**config.mk**
```make
export PLATFORM = sky130hd
export DESIGN_NAME = uart_tx_fifo
export DESIGN_NICKNAME = d
export VERILOG_FILES = /design/src/rtl/uart_pkg.sv /design/src/rtl/uart_sync_fifo.sv /design/src/rtl/uart_tx_fifo.sv
export SDC_FILE = /design/constraint.sdc
export NUM_CORES = 1
export LEC_CHECK = 0
export ABC_AREA = 1
export CORE_MARGIN = 8
export CORE_UTILIZATION = 60
export DETAILED_ROUTE_END_ITERATION = 8
export MAX_ROUTING_LAYER = met4
export PLACE_DENSITY_LB_ADDON = 0.08
export SLEW_MARGIN = 30
export SYNTH_ARGS = -nofsm -noshare
export SYNTH_HDL_FRONTEND = slang
export SYNTH_SLANG_ARGS = --single-unit
```
**constraint.sdc**
```tcl
create_clock -name clk -period 2.7 [get_ports clk]
set_clock_uncertainty 0.15 [all_clocks]
set_input_delay 0.81 -clock clk [delete_from_list [all_inputs] [get_ports clk]]
set_output_delay 0.81 -clock clk [all_outputs]
set_load 0.05 [all_outputs]
```
**src/rtl/uart_pkg.sv**
```systemverilog
// Shared UART definitions: data width and transmitter FSM encoding.
// The SoC UART receiver imports this package as well.
package uart_pkg;

    localparam int UART_DATA_W = 8;

    // Fixed encodings so external tools and older code can decode the state bits.
    localparam logic [2:0] ST_IDLE   = 3'd0;
    localparam logic [2:0] ST_START  = 3'd1;
    localparam logic [2:0] ST_DATA   = 3'd2;
    localparam logic [2:0] ST_PARITY = 3'd3;
    localparam logic [2:0] ST_STOP   = 3'd4;

    typedef enum logic [2:0] {
        IDLE   = ST_IDLE,
        START  = ST_START,
        DATA   = ST_DATA,
        PARITY = ST_PARITY,
        STOP   = ST_STOP
    } uart_tx_state_t;

endpackage

```
**src/rtl/uart_sync_fifo.sv**
```systemverilog
// Single-clock first-word-fall-through FIFO.
// rd_data always shows the oldest entry while empty is low; rd_en pops it.
// Writes while full and reads while empty are ignored.
module uart_sync_fifo #(
    parameter int WIDTH = 8,
    parameter int DEPTH = 16
) (
    input  logic                   clk,
    input  logic                   reset,
    input  logic [WIDTH-1:0]       wr_data,
    input  logic                   wr_en,
    output logic                   full,
    input  logic                   rd_en,
    output logic [WIDTH-1:0]       rd_data,
    output logic                   empty,
    output logic [$clog2(DEPTH):0] level
);

    localparam int AW = $clog2(DEPTH);

    logic [WIDTH-1:0] mem [DEPTH];
    logic [AW-1:0]    wr_ptr;
    logic [AW-1:0]    rd_ptr;
    logic [AW:0]      count;
    logic             push;
    logic             pop;

    assign push    = wr_en && !full;
    assign pop     = rd_en && !empty;
    assign full    = (count == (AW+1)'(DEPTH));
    assign empty   = (count == '0);
    assign level   = count;
    assign rd_data = mem[rd_ptr];

    // Storage array: written on accepted pushes, no reset needed.
    always_ff @(posedge clk) begin
        if (push) begin
            mem[wr_ptr] <= wr_data;
        end
    end

    // Pointers wrap naturally since DEPTH is a power of two; count tracks occupancy.
    always_ff @(posedge clk) begin
        if (reset) begin
            wr_ptr <= '0;
            rd_ptr <= '0;
            count  <= '0;
        end else begin
            if (push) begin
                wr_ptr <= wr_ptr + 1'b1;
            end
            if (pop) begin
                rd_ptr <= rd_ptr + 1'b1;
            end
            case ({push, pop})
                2'b10:   count <= count + 1'b1;
                2'b01:   count <= count - 1'b1;
                default: count <= count;
            endcase
        end
    end

endmodule

```
**src/rtl/uart_tx_fifo.sv**
```systemverilog
// UART transmitter with byte FIFO: 8N1/8N2 frames, LSB first, idle-high line.
// Define UART_TX_PARITY_EN to add a parity bit after the data bits and the
// parity_odd input (0 = even, 1 = odd, sampled when the byte leaves the FIFO).
module uart_tx_fifo
    import uart_pkg::*;
#(
    parameter int CLKS_PER_BIT = 100,
    parameter int FIFO_DEPTH   = 16,
    parameter int STOP_BITS    = 1
) (
    input  logic                        clk,
    input  logic                        reset,
    input  logic [UART_DATA_W-1:0]      tx_data,
    input  logic                        tx_valid,
    output logic                        tx_ready,
    output logic [$clog2(FIFO_DEPTH):0] fifo_level,
    output logic                        tx_busy,
    output logic                        uart_tx
`ifdef UART_TX_PARITY_EN
    ,
    input  logic                        parity_odd
`endif
);

    localparam int BW = $clog2(CLKS_PER_BIT);

    uart_tx_state_t         state;
    logic [BW-1:0]          baud_cnt;
    logic                   baud_end;
    logic [2:0]             bit_idx;
    logic [UART_DATA_W-1:0] shifter;
    logic                   stop_idx;
    logic                   last_stop;
    logic                   fifo_full;
    logic                   fifo_empty;
    logic [UART_DATA_W-1:0] fifo_data;
    logic                   pop;
`ifdef UART_TX_PARITY_EN
    logic                   parity_bit;
`endif

    uart_sync_fifo #(
        .WIDTH (UART_DATA_W),
        .DEPTH (FIFO_DEPTH)
    ) u_fifo (
        .clk     (clk),
        .reset   (reset),
        .wr_data (tx_data),
        .wr_en   (tx_valid),
        .full    (fifo_full),
        .rd_en   (pop),
        .rd_data (fifo_data),
        .empty   (fifo_empty),
        .level   (fifo_level)
    );

    assign tx_ready  = !fifo_full;
    assign tx_busy   = (state != IDLE) || !fifo_empty;
    assign baud_end  = (baud_cnt == BW'(CLKS_PER_BIT - 1));
    assign last_stop = (STOP_BITS == 1) ? 1'b1 : stop_idx;

    // A byte leaves the FIFO when idle, or at the very end of the stop period so
    // the next start bit follows the stop bit with no idle gap.
    assign pop = !fifo_empty &&
                 ((state == IDLE) || ((state == STOP) && baud_end && last_stop));

    // Frame sequencer: the baud counter restarts on every bit boundary and
    // uart_tx is registered, updated on the edge that enters each bit.
    always_ff @(posedge clk) begin
        if (reset) begin
            state      <= IDLE;
            uart_tx    <= 1'b1;
            baud_cnt   <= '0;
            bit_idx    <= '0;
            shifter    <= '0;
            stop_idx   <= 1'b0;
`ifdef UART_TX_PARITY_EN
            parity_bit <= 1'b0;
`endif
        end else if (pop) begin
            state      <= START;
            uart_tx    <= 1'b0;
            baud_cnt   <= '0;
            bit_idx    <= '0;
            shifter    <= fifo_data;
            stop_idx   <= 1'b0;
`ifdef UART_TX_PARITY_EN
            parity_bit <= (^fifo_data) ^ parity_odd;
`endif
        end else begin
            case (state)
                IDLE: begin
                    uart_tx  <= 1'b1;
                    baud_cnt <= '0;
                end
                START: begin
                    if (baud_end) begin
                        state    <= DATA;
                        baud_cnt <= '0;
                        bit_idx  <= '0;
                        uart_tx  <= shifter[0];
                    end else begin
                        baud_cnt <= baud_cnt + 1'b1;
                    end
                end
                DATA: begin
                    if (baud_end) begin
                        baud_cnt <= '0;
                        if (bit_idx == 3'd7) begin
`ifdef UART_TX_PARITY_EN
                            state    <= PARITY;
                            uart_tx  <= parity_bit;
`else
                            state    <= STOP;
                            uart_tx  <= 1'b1;
                            stop_idx <= 1'b0;
`endif
                        end else begin
                            bit_idx <= bit_idx + 1'b1;
                            shifter <= shifter >> 1;
                            uart_tx <= shifter[1];
                        end
                    end else begin
                        baud_cnt <= baud_cnt + 1'b1;
                    end
                end
`ifdef UART_TX_PARITY_EN
                PARITY: begin
                    if (baud_end) begin
                        state    <= STOP;
                        baud_cnt <= '0;
                        uart_tx  <= 1'b1;
                        stop_idx <= 1'b0;
                    end else begin
                        baud_cnt <= baud_cnt + 1'b1;
                    end
                end
`endif
                STOP: begin
                    uart_tx <= 1'b1;
                    if (baud_end) begin
                        baud_cnt <= '0;
                        if (last_stop) begin
                            state <= IDLE;
                        end else begin
                            stop_idx <= 1'b1;
                        end
                    end else begin
                        baud_cnt <= baud_cnt + 1'b1;
                    end
                end
                default: begin
                    state   <= IDLE;
                    uart_tx <= 1'b1;
                end
            endcase
        end
    end

endmodule

```
# == Word level (Yosys, flattened, before mapping) ==
# Memories as Yosys holds them, arrays and structs flattened. A register that Yosys moved wholly into a read port is not among the register bits.
# Index checks and enable logic that the tools add are counted.
# op_classes
add_sub_neg,6
n_eq_ne,19
mux,25
n_bitwise,1
reduce_logical,23
# ops
cell,n
two-way mux 8 bit,4
two-way mux 3 bit,6
one-hot mux 7 bit (2 select lines),1
"inequality test 3 x 2 -> 1 bit, second input constant",4
one-hot mux 3 bit (4 select lines),1
"inequality test 2 bit, second input constant",5
one-hot mux 5 bit (2 select lines),1
AND reduction 5 bit,2
nonzero test 2 bit,5
"adder 4 x 1 -> 4 bit, second input constant",2
two-way mux 4 bit,2
"adder 7 x 1 -> 7 bit, second input constant",1
"== test 7 bit, second input constant",1
two-way mux 1 bit,7
two-way mux 7 bit,1
"== test 3 bit, second input constant",2
one-hot mux 3 bit (2 select lines),1
"adder 5 x 1 -> 5 bit, second input constant",1
"== test 5 bit, second input constant",1
logical NOT 5 bit,1
"subtractor 5 x 1 -> 5 bit, second input constant",1
logical AND 1 bit,4
"inequality test 2 x 1 -> 1 bit, second input constant",2
AND reduction 4 bit,1
15 further kinds,17
# totals
register_bits,35
ramBits,128
elab_cells,84
mem_count,1
# mem_list
name,depth,width,rd,rd_ports_with_merged_regs,wr,line_no,source
u_fifo.mem,16,8,1,1,1,uart_sync_fifo.sv:21,logic [WIDTH-1:0] mem [DEPTH];

# == Logic depth before layout (Yosys ltp) ==
# depth
ltp_word,7
ltp_mapped,18

# == By module ==
# Synthesis repeated with hierarchy kept, for this count alone.
# unflattened
cells_unflattened,649
area_unflattened_um2,7399.6
# by_module_without_submodules
module,instances,cells_per_inst,area_each_um2,seq_area_each_um2
uart_sync_fifo,1,478,6147.1,4184.0
uart_tx_fifo,1,171,1252.5,440.4

# == Least setup slack after synthesis ==
# Ideal clock, no wire load.
# synth_timing
path_kind,reg-to-reg
startpoint,"reg u_fifo.count[4], in the netlist u_fifo.level[4]"
endpoint,"reg u_fifo.count[4], in the netlist u_fifo.level[4]"
arrival_time_ns,2.242
path_slack_ns,0.199
stages_incl_launch_ff,15
n_path_buf,0
path_cell_list,dfxtp_1 -> nand3_2 -> nand2_2 -> nand3_4 -> nand2_1 -> nand2_1 -> ha_1 -> a21oi_1 -> inv_1 -> nand3_2 -> nand2_1 -> nand2_1 -> nand3_1 -> nand2_1 -> inv_1
# synth_lines
element,line_no,source
from (decl),uart_sync_fifo.sv:24,logic [AW:0] count;
from (signal assigned),uart_sync_fifo.sv:56,2'b10: count <= count + 1'b1;
from (signal assigned),uart_sync_fifo.sv:57,2'b01: count <= count - 1'b1;
from (signal assigned),uart_sync_fifo.sv:58,default: count <= count;
== test 5 bit (*),uart_sync_fifo.sv:30,assign full = (count == (AW+1)'(DEPTH));
logical NOT 1 bit (*),-,
named net tx_ready,uart_tx_fifo.sv:15,"output logic tx_ready,"
logical AND 1 bit (*),uart_sync_fifo.sv:28,assign push = wr_en && !full;
== test 2 x 1 -> 1 bit / == test 2 bit (equally long branches),uart_sync_fifo.sv:55,"case ({push, pop})"
one-hot mux 5 bit (2 select lines) / nonzero test 2 bit (equally long branches),-,
# The timed path passes the listed nets; every way through them passes the cells marked *.
# A chain may end at the register's enable or synchronous reset.

# == Final worst setup path ==
# layout_timing
startpoint,"reg u_fifo.count[4], in the netlist u_fifo.level[4]"
endpoint,out fifo_level[4]
# layout_lines
element,line_no,source
to (decl),uart_tx_fifo.sv:16,"output logic [$clog2(FIFO_DEPTH):0] fifo_level,"
# No word-level cell between the ends.

==> flow_summary.ini <==
[outcome]
outcome = completed

[cts]
cts_max_level = 4
cts_buffers = 17
clock-root-buffer = clkbuf_16
clockBufferDepth = 2
cts.hold.buffers_added = 0
cts.repair.resized = 1
path_clk_slew_ns = 0.06
cts_sinks = 167
clkLatencyLatePin_ns = 0.43
cts_tree = yes
postCtsSetupBuffers = 0

[routing]
drtPass1Iterations = 5
drtIter0Drc = 521
vias = 4923
wl_per_cell_um = 18.5
drc = 0
drtAntennaViolNets = 0
viasPerCell = 5.87
routed_wl_um = 15500

[timing]
whs_ns = 0.321
hold_violations = 0
relSlewSlack_pct = 54.0
timing.fmax_ghz = 0.374
layout_setup_ws_ns = 0.0243
min_period_ns = 2.68
fin_crit_sh_pct = 99.1
tightest_slew_ns = 0.688
rsz0062_at_grt = false
slew_violations = 0
fin_setup_tns_ns = 0
setup_viol = 0

[power]
swShare_pct = 37.2
pwr-share-clk_pct = 28.6
power_frac_seq_pct = 37.3
intPower_w = 0.00519
p_sw_w = 0.00307
leakagePower_nw = 2.89
combPwrFrac_pct = 34.1
power_density_mw_per_mm2 = 1010
ir_drop_mv = 0.653

[synthesis]
synthFlopType = edfxtp_1
postSynthCellCount = 647
synth-edff-count = 128
ys_seq_area_share_pct = 63.9
postSynth.asyncResetShare_pct = 0
avgSynthCellArea_um2 = 11.2
yosysWarnings = 0
ys_types = 44
ys_ff_latch = 167
synth_fp_nets = 669
syn-cell-area_mm2 = 0.00723

[global_routing]
first_global_vias = 4726
overflow = 0
grt_usage_pct = 20.9
grt_max_degree = 65
antenna_found_initial = 0
grt_pass1_wl_um = 24900

[worst_hold_path]
worstHoldStart = bit_idx[1]
hold_class = register to register

[setup_path]
critPathRequiredTime_ns = 1.74
crit_chain = clkdlybuf4s50_1
critPathMaxFanout = 4
cpPeakStageDelay_ns = 0.85
path_buf_inv = 1
startpoint = u_fifo.level[4]
r2r-start = baud_cnt[0]
endpoint_kind = primary output
cp_top_family = buffers and inverters
arrival_ns = 1.72
critPathSlowestCell = clkdlybuf4s50_1
crit_path_start_kind = register
critPathKind = register to primary output

[floorplan]
ios = 19
die_height_um = 126
dieArea_mm2 = 0.0158
rows = 40
die-width_um = 126
start_util_pct = 60.7
core_mm2 = 0.0119

[final_layout]
final_cells = 838
regArea_mm2 = 0.00463
drive_gt1_share_pct = 16.2
fillers = 880
antenna_cells = 0
area_growth_pct = 13.1
layout_common_cells = 128 x edfxtp_1, 103 x nor2_1, 71 x nand2_1, 67 x o21ai_0, 38 x dfxtp_1
layout.nets = 700
layout_commonest_cell = edfxtp_1
multiInputGateArea_mm2 = 0.00228

[placed_design]
dp_cells = 806
dpl.hpwl_um = 9810
dpl_worst_slack_ns = -0.00663
numPortBuffers = 18
gp_congestion = 0.848

[job]
max_cap_violations = 0
[registers in the layout, summed over array words and instances, names as in the netlist, named ones only]
signal / count
baud_cnt: 7
bit_idx: 3
shifter: 8
state: 3
u_fifo.level: 5
u_fifo.mem: 128
u_fifo.rd_ptr: 4
u_fifo.wr_ptr: 4
uart_tx: 1
[power by group through the flow]
stage	sequential, W	clock, W	combinational (W)
detailed placement	0.00313	0	0.00279
global route	0.00310	0.00250	0.00314
finish	0.00308	0.00236	0.00282
global placement	0.00312	0	0.00272
floorplan	0.00321	0	0.00218
CTS	0.00308	0.00240	0.00281
[area by class of cell]
| cell class | count | share of cell area [%] |
|---|---|---|
| inverter | 41 | 2.03 |
| timing repair buffer | 40 | 4.21 |
| tap | 147 | 2.25 |
| clock inverter | 14 | 1.82 |
| clock buffer | 18 | 5.25 |
| sequential | 167 | 56.5 |
| multi-input combinational | 411 | 27.9 |
[Yosys cell counts (4+ instances only)]
| master | n | area share [%] |
|---|---|---|
| edfxtp_1 | 128 | 53 |
| nor2_1 | 105 | 5.4 |
| nand2_1 | 71 | 3.7 |
| o21ai_0 | 67 | 4.6 |
| dfxtp_1 | 39 | 11 |
| inv_1 | 30 | 1.6 |
| a21oi_1 | 29 | 2.0 |
| nand3_1 | 25 | 1.7 |
| o211ai_1 | 15 | 1.6 |
| buf_2 | 14 | 0.97 |
| o221ai_1 | 14 | 1.7 |
| ha_1 | 11 | 1.9 |
| clkbuf_1 | 10 | 0.52 |
| nand3_2 | 10 | 1.4 |
| a21oi_2 | 8 | 0.97 |
| inv_2 | 8 | 0.42 |
| o22ai_1 | 8 | 0.69 |
| nand2_2 | 6 | 0.52 |
| nor2_2 | 6 | 0.52 |
| nand4_1 | 5 | 0.43 |
| o21ai_1 | 4 | 0.28 |
[per-stage QoR]
stage | utilization (%) | power, W | area [µm²]
final | 68.7 | 0.00826 | 8180
after global routing | 68.7 | 0.00873 | 8180
after CTS | 68.6 | 0.00828 | 8170
after detailed placement | 63.7 | 0.00593 | 7590
after global placement | 63.7 | 0.00584 | 7590
after floorplan | - | 0.00539 | 7230
[path summary, 6_finish.rpt]
| kind | end | slack [ns] | cells past startpoint |
|---|---|---|---|
| worst max-delay path | fifo_level[4] | 0.02 | 1 |
| worst min-delay path | bit_idx[1] | 0.32 | 2 |
| worst max register to register | u_fifo.level[4] | 0.32 | 17 |
| worst min register to register | bit_idx[1] | 0.32 | 2 |
[cell families (layout without fill, tap and decap cells)]
| kind of cell | Yosys count | in the layout | synth area share [%] |
|---|---|---|---|
| buffers and inverters | 69 | 113 | 4.60 |
| adders and majority gates | 11 | 11 | 1.90 |
| DFF | 167 | 167 | 63.9 |
| xor gates and xnor gates | 4 | 4 | 0.484 |
| and+or+nand+nor | 241 | 241 | 15.9 |
| AOI/OAI and AO/OA | 155 | 155 | 13.1 |
[layer usage]
metal,part of all wire (%),track usage (%),vias to the layer above
met2,49,32.2,140
met1,43,26.3,2385
met5,0,-,-
met4,2.5,10.3,0
li1,-,-,2370
met3,5.2,4.01,28
Note: power is estimated with default switching activity, not from simulation.
